===== config.mk =====
export PLATFORM = sky130hd
export DESIGN_NAME = seq_detector
export DESIGN_NICKNAME = d
export VERILOG_FILES = /design/src/rtl/seq_detector.sv
export SDC_FILE = /design/constraint.sdc
export NUM_CORES = 1
export LEC_CHECK = 0
export CAP_MARGIN = 20
export CORE_UTILIZATION = 45
export DETAILED_ROUTE_END_ITERATION = 7
export GPL_TIMING_DRIVEN = 0
export PLACE_DENSITY_LB_ADDON = 0.1
export SLEW_MARGIN = 20
export SYNTH_ARGS = -nofsm -noshare
export SYNTH_HDL_FRONTEND = slang
export SYNTH_SLANG_ARGS = --single-unit

===== constraint.sdc =====
create_clock -name clk -period 2.33 [get_ports clk]
set_input_delay 0.466 -clock clk [delete_from_list [all_inputs] [get_ports clk]]
set_output_delay 0.466 -clock clk [all_outputs]
set_load 0.1 [all_outputs]

===== src/rtl/seq_detector.sv =====
// Serial 1011 pattern detector (overlapping) with registered match pulse
// and a saturating match counter.
module seq_detector #(
    parameter int unsigned CNT_W = 8
) (
    input  logic             clk,
    input  logic             rst,
    input  logic             din,
    input  logic             din_vld,
    input  logic             clr,
    output logic             match,
    output logic [CNT_W-1:0] match_cnt,
    output logic [2:0]       state_o
);

    localparam logic [2:0] S0    = 3'd0;
    localparam logic [2:0] S1    = 3'd1;
    localparam logic [2:0] S10   = 3'd2;
    localparam logic [2:0] S101  = 3'd3;
    localparam logic [2:0] S1011 = 3'd4;

    localparam logic [CNT_W-1:0] CNT_MAX = {CNT_W{1'b1}};

    logic [2:0]       state;
    logic [2:0]       state_nx;
    logic             match_nx;
    logic [CNT_W-1:0] cnt_nx;

    // State, pulse and counter registers
    always_ff @(posedge clk or negedge rst) begin
        if (!rst) begin
            state     <= S0;
            match     <= 1'b0;
            match_cnt <= '0;
        end else begin
            state     <= state_nx;
            match     <= match_nx;
            match_cnt <= cnt_nx;
        end
    end

    assign state_o = state;

    // Next state, pulse and count; clear dominates, illegal states recover to S0
    always_comb begin
        state_nx = state;
        match_nx = 1'b0;
        cnt_nx   = match_cnt;
        if (clr) begin
            state_nx = S0;
            cnt_nx   = '0;
        end else if (din_vld) begin
            case (state)
                S0:      state_nx = din ? S1    : S0;
                S1:      state_nx = din ? S1    : S10;
                S10:     state_nx = din ? S101  : S0;
                S101:    state_nx = din ? S1011 : S10;
                S1011:   state_nx = din ? S1    : S10;
                default: state_nx = S0;
            endcase
            if (state == S101 && din) begin
                match_nx = 1'b1;
                if (match_cnt != CNT_MAX) begin
                    cnt_nx = match_cnt + CNT_W'(1);
                end
            end
        end else if (state > S1011) begin
            state_nx = S0;
        end
    end

endmodule


# Yosys cells after proc, flatten, opt, wreduce, memory -nomap -nowiden
# Index checks and enable logic that the tools add are counted.
[totals]
reg_bits = 12
latch_bits = 0
mem_bits_rw = 0
romBits = 0
in_bits = 5
n_memories = 0
[classes]
n_addsub = 1
multipliers = 0
n_div = 0
n_lt_le_gt_ge = 1
eq_ne = 5
shifts = 0
muxes = 15
bitwise_logic = 0
n_reduce_logical = 8
[op_table]
columns = ["op", "n"]
rows = [
  ["$mux 8", 4],
  ["$mux 3", 4],
  ["$pmux 3 s4", 1],
  ["$add 8x1->8 const B", 1],
  ["$ne 8x8->1 const B", 1],
  ["$eq 3x2->1 const B", 2],
  ["$reduce_bool 2->1", 3],
  ["$mux 1", 4],
  ["$mux 2", 2],
  ["$eq 3x1->1 const B", 1],
  ["$eq 3x3->1 const B", 1],
  ["$gt 3x3->1 const B", 1],
  ["$logic_not 3->1", 1],
  ["$reduce_and 3->1", 1],
  ["$reduce_bool 3->1", 1],
  ["$reduce_or 2->1", 1],
  ["$logic_and 1x1->1", 1],
]

# Logic depth before layout (Yosys ltp)
[logic_depth]
depth_word = 5
mapped_depth = 5
mapped_depth_nobuf = 5

# Worst setup path after synthesis
# Ideal clock, no wire load.
[synth_timing]
path_kind = "register to register"
start = "register match_cnt[0]"
end = "register match_cnt[5]"
t_arrival_ns = 2.253
required_ns = 2.252
path_slack_ns = -0.001
stages_incl_launch_ff = 6
path_cell_list = "dfrtp_1 -> ha_1 -> and3_1 -> a2111o_1 -> or3_1 -> a21oi_1"
[synth_via]
elab_chain_len = 5
[synth_lines]
columns = ["element", "line_no", "text"]
rows = [
  ["start, declared", "12", "output logic [CNT_W-1:0] match_cnt,"],
  ["start signal, assigned", "38", "match_cnt <= cnt_nx;"],
  ["$add 8x1->8", "64", "cnt_nx = match_cnt + CNT_W'(1);"],
  ["$mux 8", "63", "if (match_cnt != CNT_MAX) begin"],
  ["$mux 8", "61", "if (state == S101 && din) begin"],
  ["$mux 8", "52", "end else if (din_vld) begin"],
  ["$mux 8", "49", "if (clr) begin"],
]
# Several ways; a longest one is shown, not always the timed one. The select of a mux whose other input is x is not followed.
# A chain may end at the register's enable or synchronous reset.

# Worst setup path after layout
[layout_timing]
start = "register match_cnt[1]"
end = "output port match_cnt[1]"
# No word-level cell between the ends.

==> impl_summary.md <==
Outcome
The flow ran to the end, and the final reports show no timing, DRC or antenna violations.

Floorplan
The area enclosed by the die boundary is 0.001543 mm². From bottom edge to top edge, the die measures 39.29 µm. For this configuration, the core starts out at a cell density of 48.08%. The total core area is 0.001301 mm².

In this run the count of I/O pins placed on the die edge is 17. The die is 39.29 µm wide. The site row count is 13.

GRT
The number of antenna violations at the first check in global routing is 0. The first global-routing pass estimated 2152 µm of wire. Entering global routing, the biggest net connects 13 pins.

The global-route usage over all layers is 21.30%. The number of global-route vias before repair is 471. Global routing finished with a remaining overflow of 0.

Critical path
Walking the worst path, the cells encountered are clkdlybuf4s50_1. STA classifies the critical path endpoint as an output pin. For this design, the slowest cell found on the critical path is sky130_fd_sc_hd__clkdlybuf4s50_1. The maximum fanout count along the critical path is 4. On the worst path, the slowest cell contributes a delay of 1.15 ns. The number of buffers and inverters on the critical path is 1. The kind of launch point of the worst setup path is a flop.

The worst endpoint required time is 1.86 ns. The critical path is of the reg -> out type. The endpoint arrival time on the critical path is 1.82 ns. The kind of cell with the highest combined delay along the critical path is buffers and inverters.

Synthesis
By area the synthesized netlist is led by sky130_fd_sc_hd__dfrtp_1, sky130_fd_sc_hd__a21oi_1, sky130_fd_sc_hd__nor3_1. Counting every net in the synthesized netlist gives 72. After synthesis the netlist holds a flip-flop and latch count of 12. Measured against the total synthesized area, the mux share comes to 3.400%.

After synthesis, the largest family of logic cells by area is simple AND/OR/NAND/NOR gates. The mapped netlist covers 625.6 µm². The distinct cell type count after synthesis is 28. Of the total synthesized cell area, the portion taken by AND, OR, NAND and NOR gates is 24.60%.

The compound-cell area share of the yosys netlist is 16.40%. The synthesized-area fraction occupied by adder cells is 3.600%. For this run, the register share of the synthesized area comes to 48.00%. In this run, synthesis inferred 0 flip-flops with an integrated enable. After synthesis, the mean cell area works out to 9.479 µm². For this run, the number of Yosys warnings is 0. In the synthesized netlist the async set-or-reset flop fraction comes to 100.0%. The synthesized instance count is 66. The commonest register cell after synthesis is sky130_fd_sc_hd__dfrtp_1. After synthesis, the largest area contributor takes up 48.00% of total cell area. After Yosys synthesis, XOR and XNOR cells account for 1.400% of the synthesized area. The largest total area in the synthesized netlist belongs to sky130_fd_sc_hd__dfrtp_1.

STA
The period utilization is 97.90%. The remaining max-slew budget at the tightest pin is 35.61%. The accumulated negative setup slack is 0 ns. The worst setup skew after layout is 0.001086 ns. The number of setup violations in the final report is 0. Setup repair after global routing left no endpoint under its margin. The number of endpoints with negative hold slack in the final report is 0. At the pin with the least slew margin, the transition time is 0.9628 ns. The maximum clock frequency is 438.4 MHz. The count of final max-slew check failures was 0. The shortest period the worst path allows is 2.281 ns.

Job
The tool flagged a number of max-cap violations equal to 0.

Cells and area
The layout net count is 93. The library cells used most frequently in the layout, excluding fill and tap cells, are sky130_fd_sc_hd__dfrtp_1, sky130_fd_sc_hd__clkdlybuf4s50_1, sky130_fd_sc_hd__nor2_1, sky130_fd_sc_hd__a21oi_1. Cells with a size suffix above 1 make up 10.47% of the layout. Relative to the synthesized area, the layout overhead comes to 35.20%.

The number of antenna cells inserted is 0. The most common library cell in the layout ignoring fill and taps is sky130_fd_sc_hd__dfrtp_1. The sequential standard cell area is 301.5 µm². Fill cells in the final layout number 122. The total area of multi-input combinational cells is 309.0 µm².

Detailed routing
After detailed routing, the number of vias per cell comes to 5.604. The detailed router's first-iteration violation count is 27. In this run the remaining antenna-violating nets after routing total 0. Before antenna repair, the detailed router went through 4 iterations. The routed design has 1373 µm of wire. The final routed wire length divided by cell count is 13.59 µm.

For this run, design rule violations remaining after detail routing come to 0. Detailed routing inserted a total of 566 vias.

Clock tree
CTS placed an instance of sky130_fd_sc_hd__clkbuf_4 at the clock tree root. In this run the number of H-tree levels came out at 1. Counting the buffers created by CTS gives 3. TritonCTS built the clock tree. The clock-pin slew of the registers on the worst-case setup and hold paths is 0.08 ns.

The clock sink count is 12. The worst-skew pair later-pin latency is 0.27 ns. In this run the deepest clock path goes through 2 buffers. The number of hold buffers added after CTS was 0.

Power
After layout, the design draws a total of 413.3 µW. The worst voltage drop across the vdd grid is 0.0002868 V. For this design the ratio of total power to cell area is 488.6 mW/mm². Summed over all cells, the static leakage comes to 0.0004348 µW.

Placed design
The last weighted congestion value of the routability-driven placer is 0.7839. The count of port buffers added during placement is 16. The placed wire-length estimate is 947.5 µm.

Hold path
The tightest min-delay check is of the in -> async type.
==> what timing repair did <==
| action | 4_1_cts | 5_1_grt |
|---|---|---|
| buffers inserted | 0 | 0 |
| setup endpoints to repair | 5 | 4 |
| gates resized for setup | 5 | 4 |
==> flip-flops by register name, summed over array words and instances, names as in the netlist <==
signal and cells:
state_o 3, match 1, match_cnt 8
==> path summary, 6_finish.rpt <==
kind	from	end	slack, ns	cells past startpoint
max	match_cnt[1]	match_cnt[1]	0.05	1
min	rst	match_cnt[6]	0.55	1
max reg2reg	match_cnt[0]	match_cnt[5]	0.42	5
min reg2reg	match_cnt[0]	match_cnt[0]	0.59	2
max in group asynchronous	rst	match_cnt[0]	1.39	1
min in group clk	match_cnt[0]	match_cnt[0]	0.59	2
==> synthesized netlist by cell type, drive strengths merged, types with 2 or more instances <==
cell type / number
nand2b: 2
a211oi: 2
nand3: 3
dfrtp: 12
inv: 2
clkbuf: 2
or3: 4
o21ai: 4
nor2: 6
a21oi: 6
nand2: 4
nor3: 5
==> layer usage <==
| metal | global-route usage (%) | wire [µm] | up-vias | part of all wire (%) |
|---|---|---|---|---|
| li1 | - | - | 284 | - |
| met1 | 30.82 | 690 | 264 | 50 |
| met2 | 30.42 | 603 | 16 | 44 |
| met3 | 5.114 | 65 | 2 | 4.7 |
| met4 | 7.759 | 12 | 0 | 0.87 |
| met5 | 0 | 0 | - | 0 |
==> cell type report <==
type	count	area share [%]
clock buffers	4	4.290
plain buffers	2	1.036
inverters	2	0.8876
flip-flops and latches	12	35.65
repair buffers	16	19.38
well taps	15	2.219
multi-input cells	50	36.54
==> power breakdown <==
group	switching, µW	internal (µW)	total [µW]
Combinational	24.6	10.9	35.5
Clock	71.7	95.0	167
Sequential	1.75	209	211
Total	98.0	315	413
==> stage by stage <==
step	setup WS, ns	hold WS (ns)	utilization, %	area, µm²	std cells
finish	0.04894	0.5459	65.00	845.8	101
global route	0.009471	0.6035	65.00	845.8	101
CTS	0.01759	0.5539	64.23	835.8	101
detailed placement	-0.01081	0.5679	61.92	805.8	97
global placement	-0.01385	0.5621	61.92	805.8	97
floorplan	0.02932	0.1704	-	626.9	66
==> cells by family (layout without fill, tap and decap cells) <==
logic type,Yosys count,after routing
muxes,2,2
buffers and inverters,4,24
adders and majority gates,2,2
and+or+nand+nor,29,29
xor gates and xnor gates,1,1
DFF,12,12
AOI/OAI and AO/OA,16,16
Power figures use the tool's default switching activity.
